===== config.mk =====
export PLATFORM = sky130hd
export DESIGN_NAME = debounce_edge
export DESIGN_NICKNAME = d
export VERILOG_FILES = /design/src/rtl/debounce_pkg.sv /design/src/rtl/debounce_edge_sync2.sv /design/src/rtl/debounce_edge.sv
export SDC_FILE = /design/constraint.sdc
export NUM_CORES = 1
export LEC_CHECK = 0
export BUFFER_PORTS_ARGS = -buffer_cell sky130_fd_sc_hd__buf_2
export CAP_MARGIN = 20
export CORE_MARGIN = 3
export CORE_UTILIZATION = 50
export DETAILED_ROUTE_END_ITERATION = 10
export PLACE_DENSITY = 0.79
export SLEW_MARGIN = 5
export SYNTH_ARGS = -nofsm -noshare
export SYNTH_HDL_FRONTEND = slang
export SYNTH_HIERARCHICAL = 1
export SYNTH_SLANG_ARGS = --single-unit

===== constraint.sdc =====
create_clock -name clk -period 2 [get_ports clk]
set_clock_uncertainty 0.1 [all_clocks]
set_input_delay 0.5 -clock clk [delete_from_list [all_inputs] [get_ports clk]]
set_output_delay 0.5 -clock clk [all_outputs]
set_load 0.01 [all_outputs]

===== src/rtl/debounce_pkg.sv =====
// Shared state encodings and defaults for the debounce_edge input conditioner.
package debounce_pkg;

   typedef enum logic [1:0] {
      S_LOW    = 2'b00,
      S_WAIT_H = 2'b01,
      S_HIGH   = 2'b11,
      S_WAIT_L = 2'b10
   } state_e;

   localparam int unsigned STABLE_CYCLES_DEF = 4;
   localparam int unsigned CNT_W_DEF         = 8;

endpackage


===== src/rtl/debounce_edge_sync2.sv =====
// Two-flop synchroniser for an asynchronous level, synchronous active-high reset.
module sync2 (
   input  logic clk,
   input  logic reset,
   input  logic d,
   output logic q
);

   logic sy1_q;
   logic s_q;

   always_ff @(posedge clk) begin
      if (reset) begin
         sy1_q <= 1'b0;
         s_q   <= 1'b0;
      end else begin
         sy1_q <= d;
         s_q   <= sy1_q;
      end
   end

   assign q = s_q;

endmodule


===== src/rtl/debounce_edge.sv =====
// Synchronise, debounce and edge-detect a raw level input.
// Optional debounced-rise counter enabled by DEBOUNCE_EDGE_EVTCNT_EN.
module debounce_edge
   import debounce_pkg::*;
#(
   parameter int unsigned STABLE_CYCLES = STABLE_CYCLES_DEF,
   parameter int unsigned CNT_W         = CNT_W_DEF
) (
   input  logic             clk,
   input  logic             reset,
   input  logic             din,
   output logic             dout,
   output logic             rise,
   output logic             fall,
   output logic             busy,
   output logic [CNT_W-1:0] evt_cnt
);

   localparam int unsigned CW = $clog2(STABLE_CYCLES + 1);
   localparam logic [CW-1:0] CNT_MAX = CW'(STABLE_CYCLES);

   state_e        state_q;
   logic [CW-1:0] cnt_q;
   logic          dout_q;
   logic          rise_q;
   logic          fall_q;
   logic          busy_q;
   logic          s;
   logic          rise_d;

   sync2 u_sync (
      .clk   (clk),
      .reset (reset),
      .d     (din),
      .q     (s)
   );

   // Final agreeing sample of a rising wait: the edge that sets rise.
   assign rise_d = (state_q == S_WAIT_H) && s && (cnt_q == CNT_MAX);

   always_ff @(posedge clk) begin
      if (reset) begin
         state_q <= S_LOW;
         cnt_q   <= '0;
         dout_q  <= 1'b0;
         rise_q  <= 1'b0;
         fall_q  <= 1'b0;
         busy_q  <= 1'b0;
      end else begin
         rise_q <= 1'b0;
         fall_q <= 1'b0;
         case (state_q)
            S_LOW: begin
               if (s) begin
                  state_q <= S_WAIT_H;
                  cnt_q   <= CW'(1);
                  busy_q  <= 1'b1;
               end
            end
            S_WAIT_H: begin
               if (!s) begin
                  state_q <= S_LOW;
                  cnt_q   <= '0;
                  busy_q  <= 1'b0;
               end else if (cnt_q == CNT_MAX) begin
                  state_q <= S_HIGH;
                  cnt_q   <= '0;
                  dout_q  <= 1'b1;
                  rise_q  <= 1'b1;
                  busy_q  <= 1'b0;
               end else begin
                  cnt_q <= cnt_q + CW'(1);
               end
            end
            S_HIGH: begin
               if (!s) begin
                  state_q <= S_WAIT_L;
                  cnt_q   <= CW'(1);
                  busy_q  <= 1'b1;
               end
            end
            S_WAIT_L: begin
               if (s) begin
                  state_q <= S_HIGH;
                  cnt_q   <= '0;
                  busy_q  <= 1'b0;
               end else if (cnt_q == CNT_MAX) begin
                  state_q <= S_LOW;
                  cnt_q   <= '0;
                  dout_q  <= 1'b0;
                  fall_q  <= 1'b1;
                  busy_q  <= 1'b0;
               end else begin
                  cnt_q <= cnt_q + CW'(1);
               end
            end
            default: begin
               state_q <= S_LOW;
               cnt_q   <= '0;
               busy_q  <= 1'b0;
            end
         endcase
      end
   end

   assign dout = dout_q;
   assign rise = rise_q;
   assign fall = fall_q;
   assign busy = busy_q;

`ifdef DEBOUNCE_EDGE_EVTCNT_EN
   logic [CNT_W-1:0] evt_q;

   always_ff @(posedge clk) begin
      if (reset) begin
         evt_q <= '0;
      end else if (rise_d) begin
         evt_q <= evt_q + CNT_W'(1);
      end
   end

   assign evt_cnt = evt_q;
`else
   assign evt_cnt = '0;
`endif

endmodule

==> impl_metrics.csv <==
group,metric,value,unit
clock_tree,h-tree-depth,1,
placed_design,placed_cells,88,
clock_tree,ctsHoldBuffers,0,
final_layout,post-route-util,58.65,%
global_routing,grt_max_degree,15,
route,vias_per_cell,5.043,
global_routing,grt_usage,12.38,%
die,io-pin-count,15,
worst_setup_path,cp.arrival,1.80,ns
worst_setup_path,crit_slowest_cell,"dfxtp_1",
worst_setup_path,r2r-start,"state_q[1]",
synthesis,seq_area_frac_synth,33.27,%
global_routing,grt_pass1_wl,1656,um
global_routing,antenna_found_initial,0,
route,ant_nets,0,
worst_setup_path,path_delay_family,"multiplexers",
placed_design,finalWeightedCongestion,0.8061,
clock_tree,clk_path_buf_depth,2,
worst_setup_path,cp.required,2.06,ns
clock_tree,cts_buffers,3,
sta,slew_violations,0,
route,wl,1001,um
sta,setup_ws,0.2606,ns
worst_hold_path,min_path_cells,1,
final_layout,antenna_cells,0,
synthesis,yosysMostFrequentCell,"dfxtp_1",
die,start_util,56.52,%
route,drt_pass1_iterations,3,
sta,clock.fmax,574.9,MHz
worst_setup_path,path_class,"flop to flop",
worst_setup_path,crit_path_frequent_cell,"mux2_4",
clock_tree,root_buffer,"clkbuf_4",
die,std_cell_rows,12,
synthesis,ys_warn_count,6,
die,core,1171,um^2
worst_setup_path,reg2reg_setup_slack,0.26,ns
synthesis,synth_top_area_share,33.27,%
route,wl_per_cell,10.88,um
global_routing,grt-ovfl-total,0,
sta,fin_tns_setup,0,ns
clock_tree,cts_resized,0,
synthesis,yosysTopAreaCell,"dfxtp_1",
pwr,power.density,794.4,nW/um^2
worst_hold_path,worstHoldEndpoint,"u_sync/q",
synthesis,synth-async-reset-ratio,0,%
placed_design,numPortBuffers,6,
clock_tree,cts_tree,"yes",
final_layout,nNetsFinal,89,
die,die_width,42.39,um
worst_hold_path,hp-class,"flop to flop",
worst_setup_path,max_stage_delay,0.37,ns
worst_hold_path,hp-start,"u_sync/sy1_q",
sta,final.period_utilization,86.97,%
placed_design,hpwlAfterDp,746.3,um
sta,rsz0062_at_grt,"no",
synthesis,syn_area,661.9,um^2
synthesis,yosys-top-cells-area,"dfxtp_1 (33%), ha_1 (13%), buf_4 (9.1%), mux2_4 (9.1%), a21oi_1 (3.8%)",
final_layout,area_delta_synth_final,3.781,%
synthesis,synthCells,71,
pwr,power_leakage,0.3079,nW
synthesis,synth.distinct_cells,26,
final_layout,fill_cells,116,
synthesis,ys_ff_latch,11,
worst_setup_path,crit_path_end_kind,"flop",
route,vias,464,
synthesis,synth_edf_count,0,
synthesis,dominantRegCellSynth,"dfxtp_1",
worst_setup_path,cp_max_fo,5,
clock_tree,clk_latency,0.27,ns
job,cap_violations,0,
final_layout,drive_gt1_share,19.23,%
placed_design,pre_cts_ws,0.2821,ns
worst_setup_path,regToRegEndpoint,"state_q[0]",
final_layout,final_cells,92,
clock_tree,clk_pin_slew_worst_paths,0.06,ns
clock_tree,postCtsSetupBuffers,0,
synthesis,syn_avg_cell_area,9.322,um^2
die,chipHeight,42.39,um
die,die_area,1796,um^2
worst_setup_path,start_kind,"flop",
pwr,ir_worst_vdd,0.3952,mV
global_routing,grt_pass1_vias,390,
sta,period_minus_slack,1.739,ns
route,drc_errors,0,
sta,hold_viol_final,0,
worst_setup_path,cp.buffers_inverters,1,
run_status,outcome,"finished, final reports clean",
route,drtIter0Drc,5,
synthesis,yosys-top-cells-count,"dfxtp_1 (11), buf_4 (8), ha_1 (7)",
sta,setup_viol,0,
worst_setup_path,rr_worst_depth,5,
clock_tree,cts_sinks,11,
worst_setup_path,path_cells,"inv_1, ha_1, mux2_4, a21o_1, mux2_4",
## stage by stage
step           total power, mW  hold WS (ns)  cell area [um^2]
3_5_place_dp            0.3992        0.3270             660.6
3_3_place_gp            0.3961        0.3171             660.6
4_1_cts                 0.5535        0.3354             686.9
2_1_floorplan           0.3832        0.3138             688.2
6_report                0.5457        0.3395             686.9
5_1_grt                 0.5811        0.3572             686.9
## registers in the layout, indices dropped and copies added (netlist names)
signal and count:
rise 1, u_sync/sy1_q 1, u_sync/q 1, cnt_q 3, dout 1, state_q 2, busy 1, fall 1
## layer usage
| layer | track usage (%) | up-vias | part of all wire [%] | routed length [um] |
|---|---|---|---|---|
| met1 | 14.51 | 208 | 46 | 459 |
| li1 | - | 242 | - | - |
| met3 | 6.438 | 3 | 5.7 | 57 |
| met5 | 0 | - | 0 | 0 |
| met2 | 18.54 | 11 | 47 | 470 |
| met4 | 5.590 | 0 | 1.2 | 12 |
## final cells by class
type	count	area [um^2]	share of cell area, %
tap	14	17.52	2.550
clock buffer	4	26.28	3.825
multi-input combinational	52	374.1	54.46
timing repair buffer	6	30.03	4.372
inverter	5	18.77	2.732
sequential	11	220.2	32.06
## cell families after synthesis
group | share of synthesized area, %
and+or+nand+nor | 17.96
buffers and inverters | 14.18
other | 0.5666
DFF | 33.27
AOI/OAI and AO/OA | 10.21
muxes | 10.59
adders and majority gates | 13.23
## where the power goes
part,leakage (nW),switching (mW),total [mW],internal (mW)
clock,0.0150,0.0733,0.151,0.0773
combinational,0.203,0.0784,0.145,0.0663
sequential,0.0897,0.0133,0.250,0.237
## cell usage in the layout (no fill, tap or decap)
cell type | Yosys | routed
o21ai_0 | 2 | 2
nor2b_1 | 3 | 3
mux2_4 | 4 | 4
nor4bb_1 | 1 | 1
a21oi_1 | 5 | 5
nor2_1 | 3 | 3
clkbuf_4 | 0 | 3
dfxtp_1 | 11 | 11
nand4_1 | 2 | 2
or2_2 | 1 | 1
a22oi_1 | 1 | 1
mux2i_1 | 1 | 1
clkbuf_1 | 1 | 1
conb_1 | 1 | 8
nand2_1 | 4 | 4
nor4b_1 | 1 | 1
a21o_1 | 1 | 1
nand3_1 | 1 | 1
inv_1 | 5 | 5
ha_1 | 7 | 7
nand2b_1 | 1 | 1
nor3_1 | 3 | 3
and4b_1 | 1 | 1
a311oi_1 | 1 | 1
buf_2 | 0 | 6
a31o_2 | 1 | 1
## worst max path at each step
stage,start,endpoint,slack [ns],depth (start not counted)
6_report,state_q[1],state_q[0],0.26,5
5_1_grt,state_q[0],state_q[0],0.20,5
4_1_cts,state_q[0],state_q[0],0.27,5
3_5_place_dp,state_q[0],state_q[0],0.28,5
3_3_place_gp,state_q[1],state_q[0],0.30,5
2_1_floorplan,state_q[0],state_q[0],0.35,5
No activity file was read; power rests on OpenSTA's default activity.
